<file path="src/rtl/stream_demux_if.sv">
// Stream bundle for stream_demux: one valid/ready input stream and
// N one-hot-addressed output channels that share a single payload bus.
interface stream_demux_if #(
    parameter int N = 4,
    parameter int W = 32
);
    logic         i_in_vld;
    logic [N-1:0] i_in_sel;
    logic [W-1:0] i_in_data;
    logic         o_in_rdy;
    logic [N-1:0] o_out_vld;
    logic [W-1:0] o_out_data;
    logic [N-1:0] i_out_rdy;
    logic         o_sel_err;

    modport master (
        output i_in_vld, i_in_sel, i_in_data, i_out_rdy,
        input  o_in_rdy, o_out_vld, o_out_data, o_sel_err
    );

    modport slave (
        input  i_in_vld, i_in_sel, i_in_data, i_out_rdy,
        output o_in_rdy, o_out_vld, o_out_data, o_sel_err
    );
endinterface

</file>
<file path="src/rtl/stream_demux.sv">
// One-hot demultiplexer with a two-entry (head + skid) buffer and a
// registered input ready. Beats carrying an illegal select are dropped and flagged.
module stream_demux #(
    parameter int N = 4,
    parameter int W = 32
) (
    input  logic           clk,
    input  logic           arst,
    stream_demux_if.slave  bus
);
    typedef enum logic [1:0] {
        EMPTY = 2'd0,
        ONE   = 2'd1,
        TWO   = 2'd2
    } state_t;

    state_t       state_q, state_d;
    logic [N-1:0] head_sel_q, head_sel_d;
    logic [W-1:0] head_data_q, head_data_d;
    logic [N-1:0] skid_sel_q, skid_sel_d;
    logic [W-1:0] skid_data_q, skid_data_d;
    logic         rdy_q, rdy_d;
    logic         err_q, err_d;

    logic legal;
    logic accept;
    logic push;
    logic pop;

    // A select is legal only when exactly one bit is set.
    assign legal  = (bus.i_in_sel != '0) &&
                    ((bus.i_in_sel & (bus.i_in_sel - N'(1))) == '0);
    assign accept = bus.i_in_vld & rdy_q;
    assign push   = accept & legal;
    assign pop    = |(bus.o_out_vld & bus.i_out_rdy);

    assign bus.o_out_vld  = (state_q == EMPTY) ? '0 : head_sel_q;
    assign bus.o_out_data = head_data_q;
    assign bus.o_in_rdy   = rdy_q;
    assign bus.o_sel_err  = err_q;

    always_comb begin
        state_d     = state_q;
        head_sel_d  = head_sel_q;
        head_data_d = head_data_q;
        skid_sel_d  = skid_sel_q;
        skid_data_d = skid_data_q;
        err_d       = accept & ~legal;

        unique case (state_q)
            EMPTY: begin
                if (push) begin
                    state_d     = ONE;
                    head_sel_d  = bus.i_in_sel;
                    head_data_d = bus.i_in_data;
                end
            end
            ONE: begin
                if (push && pop) begin
                    head_sel_d  = bus.i_in_sel;
                    head_data_d = bus.i_in_data;
                end else if (push) begin
                    state_d     = TWO;
                    skid_sel_d  = bus.i_in_sel;
                    skid_data_d = bus.i_in_data;
                end else if (pop) begin
                    state_d = EMPTY;
                end
            end
            TWO: begin
                // Ready is low here, so only a pop can change occupancy.
                if (pop) begin
                    state_d     = ONE;
                    head_sel_d  = skid_sel_q;
                    head_data_d = skid_data_q;
                end
            end
            default: begin
                state_d = EMPTY;
            end
        endcase

        rdy_d = (state_d != TWO);
    end

    always_ff @(posedge clk or posedge arst) begin
        if (arst) begin
            state_q     <= EMPTY;
            head_sel_q  <= '0;
            head_data_q <= '0;
            skid_sel_q  <= '0;
            skid_data_q <= '0;
            rdy_q       <= 1'b0;
            err_q       <= 1'b0;
        end else begin
            state_q     <= state_d;
            head_sel_q  <= head_sel_d;
            head_data_q <= head_data_d;
            skid_sel_q  <= skid_sel_d;
            skid_data_q <= skid_data_d;
            rdy_q       <= rdy_d;
            err_q       <= err_d;
        end
    end
endmodule
</file>
<file path="src/flat_wrapper.sv">
// flat-port wrapper written by rule: the top's interface ports become plain ports
module stream_demux_flat 
#(
    parameter int N = 4,
    parameter int W = 32
)
  (clk, arst, bus_i_in_vld, bus_i_in_sel, bus_i_in_data, bus_i_out_rdy, bus_o_in_rdy, bus_o_out_vld, bus_o_out_data, bus_o_sel_err);
  stream_demux_if #(.N(N), .W(W)) bus_i ();
  input  logic clk;
  input  logic arst;
  input wire logic [$bits(bus_i.i_in_vld)-1:0] bus_i_in_vld;
  input wire logic [$bits(bus_i.i_in_sel)-1:0] bus_i_in_sel;
  input wire logic [$bits(bus_i.i_in_data)-1:0] bus_i_in_data;
  input wire logic [$bits(bus_i.i_out_rdy)-1:0] bus_i_out_rdy;
  output wire logic [$bits(bus_i.o_in_rdy)-1:0] bus_o_in_rdy;
  output wire logic [$bits(bus_i.o_out_vld)-1:0] bus_o_out_vld;
  output wire logic [$bits(bus_i.o_out_data)-1:0] bus_o_out_data;
  output wire logic [$bits(bus_i.o_sel_err)-1:0] bus_o_sel_err;
  assign bus_i.i_in_vld = bus_i_in_vld;
  assign bus_i.i_in_sel = bus_i_in_sel;
  assign bus_i.i_in_data = bus_i_in_data;
  assign bus_i.i_out_rdy = bus_i_out_rdy;
  assign bus_o_in_rdy = bus_i.o_in_rdy;
  assign bus_o_out_vld = bus_i.o_out_vld;
  assign bus_o_out_data = bus_i.o_out_data;
  assign bus_o_sel_err = bus_i.o_sel_err;
  stream_demux #(.N(N), .W(W)) u_core (.clk(clk), .arst(arst), .bus(bus_i));
endmodule
</file>
<file path="config.mk">
export PLATFORM = sky130hd
export DESIGN_NAME = stream_demux_flat
export DESIGN_NICKNAME = d
export VERILOG_FILES = /design/src/rtl/stream_demux_if.sv /design/src/rtl/stream_demux.sv /design/src/flat_wrapper.sv
export SDC_FILE = /design/constraint.sdc
export NUM_CORES = 1
export LEC_CHECK = 0
export ABC_AREA = 0
export CORE_MARGIN = 2
export CORE_UTILIZATION = 53
export CTS_CLUSTER_SIZE = 24
export DETAILED_ROUTE_END_ITERATION = 7
export GPL_ROUTABILITY_DRIVEN = 0
export HOLD_SLACK_MARGIN = 0.15
export PLACE_DENSITY = 0.84
export SYNTH_ARGS = -nofsm -noshare
export SYNTH_HDL_FRONTEND = slang
export SYNTH_SLANG_ARGS = --single-unit
</file>
<file path="constraint.sdc">
create_clock -name clk -period 6 [get_ports clk]
set_input_delay 1.8 -clock clk [delete_from_list [all_inputs] [get_ports clk]]
set_output_delay 1.8 -clock clk [all_outputs]
set_load 0.01 [all_outputs]
</file>
==> results of run 1 <==
==> cell families (layout without fill, tap and decap cells) <==
group / Yosys count / after routing / synth area share [%]
XOR/XNOR: 1 / 1 / 0.2551
multiplexers: 108 / 108 / 35.42
flip-flops: 76 / 76 / 55.39
buffers and inverters: 14 / 101 / 2.915
AO/OA/AOI/OAI: 10 / 10 / 2.806
AND/OR/NAND/NOR: 17 / 17 / 3.207
==> registers in the layout, summed over array words and instances (netlist names) <==
name / count
u_core.bus.o_in_rdy: 1
u_core.bus.o_out_data: 32
u_core.bus.o_sel_err: 1
u_core.head_sel_q: 4
u_core.skid_data_q: 32
u_core.skid_sel_q: 4
u_core.state_q: 2
==> report_power, final <==
group / leakage, nW / switching (mW) / internal [mW]
logic: 0.831 / 0.233 / 0.447
registers: 0.949 / 0.135 / 0.757
clock network: 0.111 / 0.175 / 0.254
==> routing by layer <==
metal	part of all wire, %	routed length (um)
met3	4.8	310
met4	1.5	97
met1	45	2899
met5	0	0
met2	49	3199
==> Yosys cell counts, drive strengths merged <==
cell type,n,area share (%)
mux2,108,35
dfrtp,76,55
buf,9,2.4
nor2b,4,0.73
inv,3,0.33
nor2,3,0.33
a22o,2,0.58
clkbuf,2,0.22
nor3,2,0.44
nor4b,2,0.51
o211ai,2,0.44
o21ai,2,0.29
a211oi,1,0.36
and2b,1,0.26
and3,1,0.22
nand2,1,0.11
nand3,1,0.15
nor3b,1,0.22
o21a,1,0.22
o22a,1,0.29
o31ai,1,0.62
or4,1,0.26
xor2,1,0.26
==> critical path: stages <==
cell and delay, ns:
clkdlybuf4s50_1 0.49, nor4b_1 0.38, a211oi_2 0.16, nor3b_2 0.70, buf_12 0.28, mux2_2 0.37
==> worst min path at each step <==
stage                            from                     end  slack [ns]  depth (start not counted)
2_1_floorplan   u_core.skid_data_q[0]   u_core.skid_data_q[0]        0.47                          1
3_3_place_gp     u_core.skid_sel_q[0]    u_core.skid_sel_q[0]        0.48                          1
3_5_place_dp     u_core.skid_sel_q[1]    u_core.skid_sel_q[1]        0.49                          1
4_1_cts          u_core.skid_sel_q[1]    u_core.skid_sel_q[1]        0.51                          1
5_1_grt        u_core.skid_data_q[21]  u_core.skid_data_q[21]        0.52                          1
6_report         u_core.skid_sel_q[1]    u_core.skid_sel_q[1]        0.51                          1
==> cell type report <==
type | instances | area, sq um
Fill cell | 422 | 1808
Clock buffer | 11 | 151.4
Sequential cell | 76 | 1902
Multi-Input combinational cell | 136 | 1436
Tap cell | 77 | 96.34
Inverter | 3 | 11.26
Timing Repair Buffer | 83 | 835.8
Clock inverter | 4 | 72.57
==> results.cfg, run 1 <==
[status]
status = completed

[timing]
finalHoldViolCount = 0
final-setup-viol-count = 0
slew-limit-headroom_pct = 38.68
tightestPinTransition_ns = 0.9198
fin_setup_tns_ns = 0
rsz0062_at_grt = false
fin_ws_ns = 2.006
fin_crit_sh_pct = 66.56
clock-skew-final_ns = 0.008221
layout_min_cycle_time_ns = 3.994
fmax_ghz = 0.2504
slew_viol_final = 0
hold_slack_ns = 0.5061

[clock_network]
post_cts_resized = 0
clk_pin_slew_worst_paths_ns = 0.08
cts_setup_buffers = 0
cts_hold_buf = 0
cts_made_buffers = 9
cts_tree = done
cts_root_buf = clkbuf_8
worstSkewPairLatency_ns = 0.33
cts_htree_levels = 3
cts_max_path_buffers = 2
cts_sinks = 76

[placement]
io_buffers = 80
dpl.hpwl_mm = 4.220
post-place-ws_ns = 1.651
place_inst = 375
placed_area_sq_mm = 0.004282

[global_routing]
grt_pass1_vias = 2201
grt_max_degree = 40
grt_pass1_wl_mm = 10.76
grt-busiest-layer = met2
met1_usage_pct = 26.00
grt_use_met2_pct = 30.49
grtUsageTotal_pct = 19.10
grt_use_met3_pct = 4.031
grt-ovfl-total = 0
grt_antenna_before_repair = 0

[final_layout]
design_area_sq_mm = 0.004506
fin_util_pct = 71.36
diodes = 0
final_common_cell = mux2_2
final_cells = 390
nets = 352
syn2layout_area_growth_pct = 31.23
drive_gt1_share_pct = 43.77
most-common-layout-cells = 108 x mux2_2, 80 x clkdlybuf4s50_1, 76 x dfrtp_1

[yosys]
ys_seq_elements = 76
postSynthCellCount = 226
synth_warnings = 0
ys_types = 26
syn_area_sq_mm = 0.003433
ys_seq_area_share_pct = 55.39
synth_nets = 269
syn_area_per_cell_sq_um = 15.19

[floorplan]
placementRows = 29
die_h_um = 84.49
pin_count = 81
die_x_um = 84.49
start_util_pct = 54.38
core_area_sq_mm = 0.006314
die_area_sq_mm = 0.007138

[setup_path]
rr_endpoint = u_core.bus.o_out_data[23]
arrival_ns = 4.21
r2r_slack_ns = 3.28
critPathKind = in -> reg
worst_setup_path_end_kind = register
worst-path-max-fanout = 28
reg2reg_depth = 5
endpoint = u_core.skid_data_q[22]
required_ns = 6.21
critPathLaunch = bus_i_in_sel[1]
worst_setup_path_start_kind = input pin
reg2reg_from = u_core.state_q[0]

[drt]
drt_first_pass_iters = 4
vias = 2134
wl_mm = 6.506
postRouteAntennaNets = 0
drc = 0
avgRoutedWirePerCell_um = 16.68
drt_iter0_drc = 101
via_per_inst = 5.472

[pwr]
p_total_mw = 2.001
peakVddDrop_mv = 0.2673
p_leak_nw = 1.892
p_per_area_mw_per_mm2 = 444.1

[min_path]
hold_path_class = reg -> reg

[job]
cap_viol_max_count = 0
Note: power is estimated with default switching activity, not from simulation.
==> run 2, diff against run 1 <==
Settings changed: CORE_UTILIZATION 53 to 45, PLACE_DENSITY 0.84 to 0.76.
Clock period 6 ns to 3.21 ns, I/O delays scaled along.
==> results.cfg, run 2 (synthesis results as in run 1) <==
[min_path]
hold_path_class = reg -> reg
holdPathStages = 1

[clock_network]
cts_root_buf = clkbuf_8
cts_tree = done
cts_made_buffers = 9
cts_hold_buf = 0
clk_pin_slew_worst_paths_ns = 0.07
cts_max_path_buffers = 2
cts_sinks = 76
post_cts_resized = 0
cts_setup_buffers = 0
cts_htree_levels = 3
worstSkewPairLatency_ns = 0.34

[floorplan]
core_area_sq_mm = 0.007331
die_area_sq_mm = 0.008344
pin_count = 81
die_h_um = 91.35
die_x_um = 91.35
placementRows = 31
start_util_pct = 46.83

[setup_path]
arrival_ns = 2.97
crit_cells = 6
r2r_slack_ns = 1.02
worst-path-max-fanout = 13
critPathLaunch = bus_i_in_sel[1]
cp_top_family = buffers and inverters
reg2reg_depth = 5
required_ns = 3.44
critPathBufInv = 2
slowest_delay_ns = 0.49
endpoint = u_core.head_sel_q[0]
reg2reg_from = u_core.state_q[0]
worst_setup_path_end_kind = register
rr_endpoint = u_core.head_sel_q[0]
critPathKind = in -> reg
worst_setup_path_start_kind = input pin
critPathSlowestCell = clkdlybuf4s50_1
crit_chain = clkdlybuf4s50_1 -> nor4b_1 -> a211oi_2 -> o31ai_4 -> buf_4 -> mux2_2

[final_layout]
seqCellArea_sq_mm = 0.001902
nFillCells = 555
design_area_sq_mm = 0.004611
nets = 356
drive_gt1_share_pct = 44.48
diodes = 0
final_cells = 416
final_common_cell = mux2_2
syn2layout_area_growth_pct = 34.29
multi_input_area_sq_mm = 0.001436
most-common-layout-cells = 108 x mux2_2, 80 x clkdlybuf4s50_1, 76 x dfrtp_1
fin_util_pct = 62.89

[drt]
vias = 2128
via_per_inst = 5.115
drt_iter0_drc = 52
postRouteAntennaNets = 0
drc = 0
wl_mm = 6.354
drt_first_pass_iters = 4
avgRoutedWirePerCell_um = 15.27

[timing]
slew_viol_final = 0
slew-limit-headroom_pct = 61.18
layout_min_cycle_time_ns = 2.746
finalHoldViolCount = 0
fin_crit_sh_pct = 85.56
rsz0062_at_grt = false
final-setup-viol-count = 0
fmax_ghz = 0.3641
fin_setup_tns_ns = 0
clock-skew-final_ns = 0.008611
tightestPinTransition_ns = 0.5823

[job]
cap_viol_max_count = 0

[pwr]
p_per_area_mw_per_mm2 = 842.9
p_total_mw = 3.886
p_leak_nw = 1.939
peakVddDrop_mv = 0.5033

[placement]
place_inst = 401
dpl.hpwl_mm = 4.296
io_buffers = 80
placed_area_sq_mm = 0.004339

[global_routing]
grt_pass1_wl_mm = 10.44
grt_pass1_vias = 2212
grt_use_met2_pct = 24.63
grt_max_degree = 77
grt-ovfl-total = 0
grt_use_met3_pct = 6.639
grtUsageTotal_pct = 16.00
met1_usage_pct = 21.02
grt-busiest-layer = met2
grt_antenna_before_repair = 0

[status]
status = completed
==> run 2: cell count changes in the layout (fill, tap and decap cells not counted) <==
cell        previous run  this run
bufinv_16              2         4
clkinvlp_4             1         0
buf_4                  2         6
clkinv_2               1         0
==> run 2: layout make-up <==
| type | count | share of cell area [%] |
|---|---|---|
| clock buffer | 11 | 3.284 |
| tap | 99 | 2.687 |
| timing repair buffer | 87 | 18.78 |
| multi-input combinational | 136 | 31.15 |
| clock inverter | 4 | 2.605 |
| inverter | 3 | 0.2442 |
| sequential | 76 | 41.25 |
==> run 2: worst register-to-register path: cells and delay by family, from the launching register on <==
| kind | cells | cell delay (ns) |
|---|---|---|
| simple gates | 1 | 0.61 |
| compound gates | 2 | 0.41 |
| buf+inv | 1 | 0.27 |
| flops | 1 | 0.41 |
| mux | 1 | 0.36 |
==> run 2: where the power goes <==
| part | internal [mW] | switching [mW] |
|---|---|---|
| logic | 0.841 | 0.429 |
| clock network | 0.634 | 0.334 |
| registers | 1.41 | 0.234 |
==> run 2: routing by layer <==
| layer | part of all wire, % | vias up | routed length [um] |
|---|---|---|---|
| li1 | - | 998 | - |
| met1 | 45 | 1064 | 2844 |
| met2 | 48 | 58 | 3031 |
| met3 | 6.4 | 8 | 405 |
| met4 | 1.1 | 0 | 73 |
| met5 | 0 | - | 0 |
==> run 2: how the worst min path moves through the flow <==
| stage | slack (ns) | end | start |
|---|---|---|---|
| 2_1_floorplan | 0.47 | u_core.skid_data_q[0] | u_core.skid_data_q[0] |
| 3_3_place_gp | 0.48 | u_core.skid_data_q[24] | u_core.skid_data_q[24] |
| 3_5_place_dp | 0.49 | u_core.skid_data_q[5] | u_core.skid_data_q[5] |
| 4_1_cts | 0.51 | u_core.skid_data_q[28] | u_core.skid_data_q[28] |
| 5_1_grt | 0.52 | u_core.skid_data_q[30] | u_core.skid_data_q[30] |
| 6_report | 0.51 | u_core.skid_sel_q[3] | u_core.skid_sel_q[3] |
==> run 2: through the flow <==
step                setup WS [ns]  hold WS (ns)
floorplan                  0.3087        0.4749
global placement           0.1539        0.4829
detailed placement         0.1180        0.4902
CTS                        0.4857        0.5088
global route               0.3893        0.5163
finish                     0.4635        0.5062
==> run 3, diff against run 2 <==
Settings changed: CORE_UTILIZATION 45 to 53, PLACE_DENSITY 0.76 to 0.84.
Clock period 3.21 ns to 3.19 ns, I/O delays scaled along.
==> results.cfg, run 3 (synthesis results as in run 1) <==
[setup_path]
critPathKind = in -> reg
worst-path-max-fanout = 35
reg2reg_from = u_core.state_q[0]
worst_setup_path_start_kind = input pin
arrival_ns = 2.97
critPathLaunch = bus_i_in_sel[1]
required_ns = 3.42
worst_setup_path_end_kind = register

[pwr]
peakVddDrop_mv = 0.5860
p_per_area_mw_per_mm2 = 827.6
p_leak_nw = 1.903

[final_layout]
syn2layout_area_growth_pct = 31.85
nets = 354
final_common_cell = mux2_2
drive_gt1_share_pct = 43.67
diodes = 0
most-common-layout-cells = 108 x mux2_2, 80 x clkdlybuf4s50_1, 76 x dfrtp_1
nFillCells = 467
fin_util_pct = 71.70

[clock_network]
cts_htree_levels = 3
worstSkewPairLatency_ns = 0.34
cts_max_path_buffers = 2
cts_root_buf = clkbuf_8
cts_tree = done
cts_setup_buffers = 0
cts_sinks = 76
cts_hold_buf = 0
clk_pin_slew_worst_paths_ns = 0.08
post_cts_resized = 0
cts_made_buffers = 9

[global_routing]
grtUsageTotal_pct = 19.37
grt_max_degree = 77
grt_pass1_wl_mm = 10.87
grt-ovfl-total = 0
grt-busiest-layer = met2
grt_use_met3_pct = 6.686
grt_antenna_before_repair = 0
met1_usage_pct = 24.16
grt_use_met2_pct = 32.00
grt_pass1_vias = 2251

[timing]
slew-limit-headroom_pct = 60.64
fmax_ghz = 0.3650
tightestPinTransition_ns = 0.5893
final-setup-viol-count = 0
layout_min_cycle_time_ns = 2.740
rsz0062_at_grt = false
fin_crit_sh_pct = 85.89
clock-skew-final_ns = 0.009046
finalHoldViolCount = 0
slew_viol_final = 0
fin_setup_tns_ns = 0

[drt]
via_per_inst = 5.455
drc = 0
avgRoutedWirePerCell_um = 16.46
postRouteAntennaNets = 0
drt_iter0_drc = 95
wl_mm = 6.469
vias = 2144
drt_first_pass_iters = 4

[placement]
io_buffers = 80
dpl.hpwl_mm = 4.330

[floorplan]
core_area_sq_mm = 0.006314
die_h_um = 84.49
pin_count = 81
die_x_um = 84.49
start_util_pct = 54.38
placementRows = 29
die_area_sq_mm = 0.007138

[min_path]
hold_path_class = reg -> reg
hp-start = u_core.skid_data_q[12]

[status]
status = completed

[job]
cap_viol_max_count = 0
-- run 3: where the power goes --
group	internal (mW)	switching, mW
Combinational	0.847	0.437
Clock	0.461	0.328
Sequential	1.42	0.249
-- run 3: final cells by class --
class	count	area [sq um]	area share, %
clock inverter	4	72.57	1.603
inverter	3	11.26	0.2488
timing repair buffer	85	863.3	19.07
sequential	76	1902	42.01
clock buffer	12	145.1	3.206
tap	77	96.34	2.128
multi-input combinational	136	1436	31.73
-- run 3: through the flow --
step                      hold slack [ns]  setup slack [ns]  power, mW  instance area [sq um]  instances
after detailed placement           0.4921           0.08150      2.986                   4309        377
final                              0.5036            0.4500      3.747                   4527        393
after global placement             0.4822            0.1447      2.910                   4309        377
after CTS                          0.5091            0.4400      3.788                   4527        393
after global routing               0.5167            0.2777      3.974                   4527        393
after floorplan                    0.4749            0.2947      2.313                   3433        226
-- run 3: path summary, 6_finish.rpt --
| path | end | slack [ns] | depth (start not counted) |
|---|---|---|---|
| min in group asynchronous | u_core.bus.o_out_data[6] | 1.02 | 3 |
| worst min-delay path | u_core.skid_data_q[12] | 0.50 | 1 |
| worst max-delay path | u_core.bus.o_out_data[5] | 0.45 | 6 |
| max in group asynchronous | u_core.bus.o_out_data[26] | 1.87 | 3 |
| worst max register to register | u_core.bus.o_out_data[5] | 1.01 | 5 |
| worst min register to register | u_core.skid_data_q[12] | 0.50 | 1 |
-- run 3: critical path, stage by stage --
cell and delay (ns):
clkdlybuf4s50_1 0.49, nor4b_1 0.38, a211oi_2 0.17, o31ai_4 0.32, buf_12 0.27, mux2_2 0.37
-- run 3: routing by layer --
metal,routed length (um),vias up,share of wire [%]
met3,380,7,5.9
li1,-,984,-
met5,0,-,0
met4,73,0,1.1
met2,3305,53,51
met1,2710,1100,42
